`src/rtl/adder_rr_arbiter.sv`:
```
// adder_rr_arbiter
// Round-robin front end for one shared 4-operand, 4-bit adder. Up to NREQ
// requesters (2..8) each offer four packed nibbles with a valid/ready
// handshake. The winner's operands are steered onto the adder. The adder
// result is captured together with the winner's ID into a single output
// register, which drains through a valid/ready response port.
// IDW must equal clog2(NREQ).
//
// state | meaning
// ------+------------------------------------------------------------
// IDLE  | output register empty; a grant may issue on any cycle
// HOLD  | output register full (rsp_valid=1); a grant may issue only
//       | in the cycle the consumer takes the current result
module adder_rr_arbiter #(
   parameter int NREQ = 4,
   parameter int IDW  = 2,
   parameter int CNTW = 8
) (
   input  logic                 clk,
   input  logic                 rst,
   input  logic [NREQ-1:0]      req_valid,
   input  logic [16*NREQ-1:0]   req_ops,
   output logic [NREQ-1:0]      req_ready,
   output logic [3:0]           add_a,
   output logic [3:0]           add_b,
   output logic [3:0]           add_c,
   output logic [3:0]           add_d,
   input  logic [3:0]           add_sum,
   input  logic                 add_ov,
   output logic                 rsp_valid,
   input  logic                 rsp_ready,
   output logic [IDW-1:0]       rsp_id,
   output logic [3:0]           rsp_sum,
   output logic                 rsp_ov,
   output logic [CNTW-1:0]      ov_count
);

   typedef enum logic {
      IDLE = 1'b0,
      HOLD = 1'b1
   } state_t;

   state_t           state;
   state_t           state_next;
   logic [IDW-1:0]   rr_ptr;
   logic [IDW-1:0]   rr_next;

   logic             can_issue;
   logic             grant_any;
   logic [IDW-1:0]   grant_idx;
   logic [NREQ-1:0]  grant;
   logic [15:0]      ops_sel;
   logic             load;
   logic [IDW-1:0]   scan_idx [NREQ];

   // (base + off) mod NREQ; both operands are below NREQ, so one
   // conditional subtract is enough and NREQ need not be a power of two.
   function automatic logic [IDW-1:0] wrap_add(input logic [IDW-1:0] base,
                                               input int off);
      int s;
      s = int'(base) + off;
      if (s >= NREQ) begin
         s = s - NREQ;
      end
      return s[IDW-1:0];
   endfunction

   // Grants are allowed out of reset when the output register is empty or
   // is being emptied this cycle.
   assign can_issue = rst && ((state == IDLE) || rsp_ready);

   // Scan order starting at the round-robin pointer.
   always_comb begin
      for (int k = 0; k < NREQ; k++) begin
         scan_idx[k] = wrap_add(rr_ptr, k);
      end
   end

   // Pick the first valid requester in scan order and make a one-hot grant.
   always_comb begin
      grant     = '0;
      grant_idx = '0;
      grant_any = 1'b0;
      if (can_issue) begin
         for (int k = 0; k < NREQ; k++) begin
            if (!grant_any && req_valid[scan_idx[k]]) begin
               grant_any = 1'b1;
               grant_idx = scan_idx[k];
            end
         end
      end
      if (grant_any) begin
         grant[grant_idx] = 1'b1;
      end
   end

   assign req_ready = grant;

   // Steer the winner's operands to the adder; zero when nobody is granted
   // so the adder never sees a stale requester's data.
   always_comb begin
      ops_sel = '0;
      if (grant_any) begin
         ops_sel = req_ops[16*int'(grant_idx) +: 16];
      end
   end

   assign {add_a, add_b, add_c, add_d} = ops_sel;

   // Next state: a grant always loads the output register (this also covers
   // the accept-and-reload case in HOLD); otherwise an accept drains to IDLE.
   always_comb begin
      state_next = state;
      rr_next    = rr_ptr;
      load       = 1'b0;
      case (state)
         IDLE: begin
            if (grant_any) begin
               load       = 1'b1;
               state_next = HOLD;
            end
         end
         HOLD: begin
            if (grant_any) begin
               load = 1'b1;
            end else if (rsp_ready) begin
               state_next = IDLE;
            end
         end
         default: begin
            state_next = IDLE;
         end
      endcase
      if (load) begin
         rr_next = wrap_add(grant_idx, 1);
      end
   end

   // State register and round-robin pointer.
   always_ff @(posedge clk) begin
      if (!rst) begin
         state  <= IDLE;
         rr_ptr <= '0;
      end else begin
         state  <= state_next;
         rr_ptr <= rr_next;
      end
   end

   assign rsp_valid = (state == HOLD);

   // Output register: capture adder result and owner ID on a grant; hold
   // otherwise, so a stalled response stays stable.
   always_ff @(posedge clk) begin
      if (!rst) begin
         rsp_id  <= '0;
         rsp_sum <= '0;
         rsp_ov  <= 1'b0;
      end else if (load) begin
         rsp_id  <= grant_idx;
         rsp_sum <= add_sum;
         rsp_ov  <= add_ov;
      end
   end

   // Saturating count of accepted operations that overflowed.
   always_ff @(posedge clk) begin
      if (!rst) begin
         ov_count <= '0;
      end else if (load && add_ov && (ov_count != '1)) begin
         ov_count <= ov_count + CNTW'(1);
      end
   end

endmodule

```
`config.mk`:
```
export PLATFORM = sky130hd
export DESIGN_NAME = adder_rr_arbiter
export DESIGN_NICKNAME = d
export VERILOG_FILES = /design/src/rtl/adder_rr_arbiter.sv
export SDC_FILE = /design/constraint.sdc
export NUM_CORES = 1
export LEC_CHECK = 0
export ABC_AREA = 0
export CORE_MARGIN = 2
export CORE_UTILIZATION = 33
export CTS_CLUSTER_DIAMETER = 120
export CTS_CLUSTER_SIZE = 8
export DETAILED_ROUTE_END_ITERATION = 8
export GPL_ROUTABILITY_DRIVEN = 0
export PLACE_DENSITY = 0.81
export SYNTH_ARGS = -nofsm -noshare
export SYNTH_HDL_FRONTEND = slang
export SYNTH_SLANG_ARGS = --single-unit
```
`constraint.sdc`:
```
create_clock -name clk -period 5.1 [get_ports clk]
set_input_delay 1.53 -clock clk [delete_from_list [all_inputs] [get_ports clk]]
set_output_delay 1.53 -clock clk [all_outputs]
set_load 0.005 [all_outputs]
```
==> results of run 1 <==
sequential cells by signal (all words and copies together) (netlist names):
signal / flops
ov_count: 8
rr_ptr: 2
rsp_id: 2
rsp_ov: 1
rsp_sum: 4
rsp_valid: 1
worst register-to-register path: cells and delay by family, from the launching register on:
kind,cells,cell delay (ns)
buffers and inverters,5,0.52
flip-flops,1,0.36
AND/OR/NAND/NOR,2,0.26
AO/OA/AOI/OAI,3,0.78
power groups by stage:
stage               logic [mW]  registers [mW]  clock network (mW)
floorplan                0.128           0.163                   0
finish                   0.332           0.162               0.117
global route             0.357           0.163               0.125
global placement         0.311           0.164                   0
CTS                      0.328           0.161               0.118
detailed placement       0.316           0.164                   0
what timing repair did:
item                       CTS  global route
setup endpoints to repair   19            13
buffers inserted             7             2
pin swaps                    2             3
hold buffers                 0             0
resized for setup           76             4
gates cloned                 2             0
path summary, 6_finish.rpt:
| kind | cells after the start | slack, ns | to |
|---|---|---|---|
| hold / removal | 2 | 0.45 | rsp_sum[0] |
| hold reg to reg | 2 | 0.45 | rsp_sum[0] |
| setup reg to reg | 10 | 3.08 | rr_ptr[1] |
| setup / recovery | 12 | 0.13 | add_b[1] |
final cells by class:
type	instances	area [um2]	share of cell area, %
Sequential cell	18	360	12.4
Clock buffer	4	55.1	1.90
Inverter	20	75.1	2.59
Timing Repair Buffer	151	1460	50.3
Tap cell	50	62.6	2.16
Multi-Input combinational cell	125	888	30.6
layer usage:
| layer | track usage, % | vias up | wire length, um |
|---|---|---|---|
| met2 | 46.1 | 85 | 2900 |
| met3 | 4.44 | 4 | 529 |
| met4 | 4.50 | 0 | 43 |
| li1 | - | 927 | - |
| met1 | 24.5 | 867 | 2130 |
| met5 | 0 | - | 0 |
cell usage in the layout (no fill, tap or decap), types with 2 or more instances in the layout:
master / count
nor2_1: 5
o21a_1: 2
o221ai_1: 15
or4_4: 2
nand2_1: 16
dlygate4sd2_1: 5
buf_12: 6
dlymetal6s2s_1: 2
buf_2: 15
buf_6: 2
buf_4: 30
and3_1: 2
clkdlybuf4s50_1: 88
mux2i_1: 22
nand4_1: 4
nand3_1: 22
a21oi_1: 2
buf_16: 2
o31ai_1: 2
nand2b_1: 4
dfxtp_1: 18
nor3_1: 4
clkbuf_8: 4
inv_1: 19
logic make-up after synthesis:
| family | after synthesis | share of synthesized area (%) |
|---|---|---|
| compound gates | 34 | 20.0 |
| xor+xnor | 1 | 0.641 |
| fa+ha+maj | 1 | 0.915 |
| buf+inv | 32 | 10.9 |
| flops | 18 | 26.3 |
| mux | 22 | 16.1 |
| simple gates | 67 | 25.1 |
metrics by stage:
stage	area, um2	power, mW	utilization (%)	hold slack (ns)	setup WS [ns]
2_1_floorplan	1370	0.290	-	0.450	0.548
3_3_place_gp	2740	0.474	68.4	0.442	-0.293
3_5_place_dp	2740	0.480	68.4	0.444	-0.353
4_1_cts	2870	0.607	71.7	0.457	-0.00776
5_1_grt	2900	0.645	72.5	0.483	0.0387
6_report	2900	0.611	72.5	0.454	0.135
==> results.md, run 1 <==
* Status: completed
* Syn nets at 252
* Int Pwr at 0.425 mW
* CTS Sinks at 18
* Synth area leaders: dfxtp_1, mux2i_1, o221ai_1, nand3_1, inv_1
* Ys flop type: dfxtp_1
* Vias in the first global route at about 1800
* RSZ-0062 raised after global routing: false
* Clock share of power at 19.2%
* Sw Ratio at 30.4%
* Overflow after GRT at 0
* Gr usage total at 23.0%
* Hold Vio Cnt, Final at 0
* Die footprint at 0.00468 mm2
* Top-count cell post-synth: nand3_1
* TritonCTS clock tree: yes
* Critical Path RT at 3.57 ns
* Setup TNS at 0 ns
* Vias at 1883
* Final WL at between 5 and 6 mm
* Crit path cell chain: dlygate4sd2_1 > buf_4 > nor2_1 > or4_4 > buf_6 > a21oi_4 > buf_12 > buf_6 > buf_16 > nand3_1 > o221ai_1 > buf_2
* #FFs+latches synth at 18
* HPWL after DPL at 4.05 mm
* Buf/Inv on CP at 7
* H-tree Lvls at 1
* Post-DRT Antenna Nets at 0
* Flop pwr share at 26.5%
* Setup violators final at 0
* Max Freq at 201 MHz
* Worst VDD drop at 0.138 mV
* Hold Crit Class: reg2reg
* Combinational power share at 54.3%
* Synth top area share at a little over a quarter
* Max-slew violations at 0
* Worst-Skew Late Latency at 0.25 ns
* Arrival time worst endpoint at 3.44 ns
* CP startpoint: req_valid[1]
* Synthesized area at between 0.001 and 0.0015 mm2
* Mean routed wirelength per cell at 15.2 um
* LEAKAGE at 1.36 nW
* Mapped Cells at 175
* Synth area leader: dfxtp_1
* Clk slew on worst S/H paths at 0.07 ns
* CP max-delay cell: or4_4
* Critical Path Max Stage Delay at just under 0.5 ns
* EDFF count, synth at 0
* Final period util at 97.4%
* IO Pins at 112
* Longest Clk Path Bufs at 2
* Layout cells sized above 1 at 22.0%
* Core Footprint at 0.00400 mm2
* Die extent in y at 68.4 um
* CP Launch Type: input pin
* Rows at 23
* Pwr dens at 211 mW/mm2
* Critical path's top delay family: buffers and inverters
* Worst slew pin tran at 0.684 ns
* Remaining DRCs at 0
* Largest net degree at the start of global routing at 19
* Ant diodes at 0
* Max-capacitance violation count at 0
* Fill cells at between 200 and 300
* Register area share after synthesis at 26.3%
* Most frequent CP cell: buf_6
* Slew HR at 53.8%
* DRT Pass-1 Iters at 4
* Post-route insts no fill at about 370
* FFs w/ async S/R, synth at 0%
* Hold_sp: rsp_sum[0]
* WS Path Type: in2out
* Starting Density at around 34%
* Worst r2r src: rr_ptr[0]
* Crit-path max FO at 5
* CP endpoint kind: output pin
* Die Wd at a little under 70 um
* Yosys Warn Count at 0
* Fin crit period at 4.97 ns
* Nets at 396
* Commonest cells post-synth: nand3_1, mux2i_1, inv_1
* First-pass GRT wire length at 8.20 mm
* P_sw at between 0.15 and 0.2 mW
* Synth cell types at 40
* Port bufs at 111
* Initial antenna violation count at 0
* Clock Skew at 0.00473 ns
* Placed insts at roughly 350
* Avg Inst Size Synth at 7.81 um2
* Initial DRC count at 46
* Synth-to-layout area growth at 112%
* Root Buffer Master: clkbuf_8
* Mean number of vias per cell at 5.12
* TritonCTS Buffers at 3
No activity file was read; power rests on OpenSTA's default activity.
==> run 2: changes to the inputs <==
--- a/config.mk
+++ b/config.mk
@@ -6,7 +6,6 @@
 export NUM_CORES = 1
 export LEC_CHECK = 0
 export ABC_AREA = 0
-export CORE_MARGIN = 2
 export CORE_UTILIZATION = 33
 export CTS_CLUSTER_DIAMETER = 120
 export CTS_CLUSTER_SIZE = 8
==> results.md, run 2 (synthesis gave the netlist of run 1 again) <==
* Max Freq at 201 MHz (-0.41%)
* Initial antenna violation count at 0 (unchanged)
* Max-slew violations at 0 (unchanged)
* Die extent in y at 66.4 um (-2.9%)
* Final period util at 97.8% (+0.40 points)
* Nets at 393 (-0.76%)
* IO Pins at 112 (unchanged)
* TritonCTS Buffers at 3 (unchanged)
* Vias at 1853 (-1.6%)
* CP Launch Type: input pin
* Crit path cell chain: clkdlybuf4s50_1 > or4_4 > and3_4 > o31ai_2 > or2_4 > bufbuf_16 > o221ai_1 > buf_2
* Worst r2r src: rr_ptr[0]
* Port bufs at 111 (unchanged)
* Post-DRT Antenna Nets at 0 (unchanged)
* Max reg flops at 8 (unchanged)
* Total power at 0.607 mW (-0.66%)
* Arrival time worst endpoint at 3.46 ns (+0.02 ns)
* LEAKAGE at 1.36 nW (+0.44%)
* Layout cells sized above 1 at 22.2% (+0.21 points)
* Hold_sp: rsp_sum[3]
* Clock Skew at 0.00248 ns (-0.00225 ns)
* Mean routed wirelength per cell at 14.7 um (-3.3%)
* Final Instance Area at 0.00289 mm2 (-0.47%)
* Pwr dens at 210 mW/mm2 (-0.19%)
* TritonCTS clock tree: yes
* Gr usage total at 23.9% (+0.89 points)
* Die Wd at 66.4 um (-2.9%)
* Clk slew on worst S/H paths at 0.07 ns (about the same)
* Status: completed
* Ant diodes at 0 (unchanged)
* H-tree Lvls at 1 (unchanged)
* Core Footprint at 0.00400 mm2 (unchanged)
* Starting Density at 34.2% (unchanged)
* CP endpoint kind: output pin
* First-pass GRT wire length at 7.99 mm (-2.6%)
* Fin crit period at 4.99 ns (+0.0204 ns)
* Worst-Skew Late Latency at 0.25 ns (about the same)
* Remaining DRCs at 0 (unchanged)
* Setup violators final at 0 (unchanged)
* CP max-delay cell: or4_4
* WS Path Type: in2out
* Worst slew pin tran at 0.662 ns (-0.0217 ns)
* DRT Pass-1 Iters at 4 (unchanged)
* Mean number of vias per cell at 5.08 (-0.78%)
* Commonest non-fill, non-tap cell in the layout: clkdlybuf4s50_1
* Hold Vio Cnt, Final at 0 (unchanged)
* Root Buffer Master: clkbuf_8
* Longest Clk Path Bufs at 2 (unchanged)
* Largest net degree at the start of global routing at 19 (unchanged)
* Hold Crit Class: reg2reg
* Biggest registers after layout: ov_count (8), rsp_sum (4)
* Die footprint at 0.00441 mm2 (-5.8%)
* Top reg by flops: ov_count
* CP startpoint: req_valid[3]
* Critical Path Max Stage Delay at 0.50 ns (about the same)
* Vias in the first global route at 1731 (-3.9%)
* Synth-to-layout area growth at 111%
* Slew HR at 55.3% (+1.5 points)
* Rows at 23 (unchanged)
* Overflow after GRT at 0 (unchanged)
* CTS Sinks at 18 (unchanged)
* Critical Path RT at 3.57 ns (about the same)
* Worst VDD drop at 0.158 mV (+14%)
* Initial DRC count at 78 (+70%)
* HPWL after DPL at 3.98 mm (-1.7%)
* Post-DP Area at 0.00274 mm2 (unchanged)
* Max-capacitance violation count at 0 (unchanged)
* Final WL at 5.37 mm (-4.1%)
* Most frequent cells in the layout: clkdlybuf4s50_1, buf_4, mux2i_1, nand3_1, inv_1
* Crit-path max FO at 4 (-1)
* RSZ-0062 raised after global routing: false
run 2: cell types whose count changed in the layout (fill, tap and decap cells not counted), sizes merged:
cell,previous run,this run
bufbuf,0,1
dlygate4sd2,5,4
clkbuf,4,7
buf,55,48
clkdlybuf4s50,88,89
run 2: critical path, delay by kind of cell:
kind | cells | cell delay [ns]
compound gates | 2 | 0.17
buf+inv | 3 | 0.84
simple gates | 3 | 0.91
run 2: report_power, final:
part,internal (mW),switching [mW],leakage [nW]
Clock,0.0686,0.0477,0.0288
Sequential,0.152,0.00985,0.148
Combinational,0.203,0.126,1.19
run 2: final timing paths:
path	end	cells past startpoint	slack, ns
worst max-delay path	add_b[2]	8	0.11
worst min-delay path	rsp_sum[3]	2	0.46
worst min register to register	rsp_sum[3]	2	0.46
worst max register to register	rr_ptr[1]	9	3.15
run 2: final cells by class:
class / count / area [um2]
repair buffers: 148 / 1430
flip-flops and latches: 18 / 360
multi-input cells: 125 / 900
well taps: 50 / 62.6
inverters: 20 / 75.1
fillers: 329 / 1110
clock buffers: 4 / 55.1
run 2: timing repair:
| item | CTS | global route |
|---|---|---|
| setup buffers | 6 | 0 |
| gates cloned | 2 | 0 |
| pin swaps | 2 | 1 |
| hold buffers | 0 | 0 |
| endpoints found under the setup margin | 19 | 13 |
| resized for setup | 66 | 10 |
run 2: routing by layer:
layer  track usage, %  wire, um  vias to the layer above
li1                 -         -                      921
met4             5.85        72                        0
met3             5.69       471                        6
met5                0         0                        -
met1             24.9      2060                      844
met2             46.9      2760                       82
run 2: per-stage QoR:
stage / instances / utilization, % / hold WS, ns / TNS [ns] / worst slack (ns)
CTS: 365 / 72.3 / 0.458 / 0 / 0.00258
global placement: 353 / 68.4 / 0.443 / -5.04 / -0.317
detailed placement: 353 / 68.4 / 0.447 / -6.18 / -0.397
global route: 365 / 72.2 / 0.487 / 0 / 0.0156
floorplan: 175 / - / 0.450 / 0 / 0.548
finish: 365 / 72.2 / 0.456 / 0 / 0.115
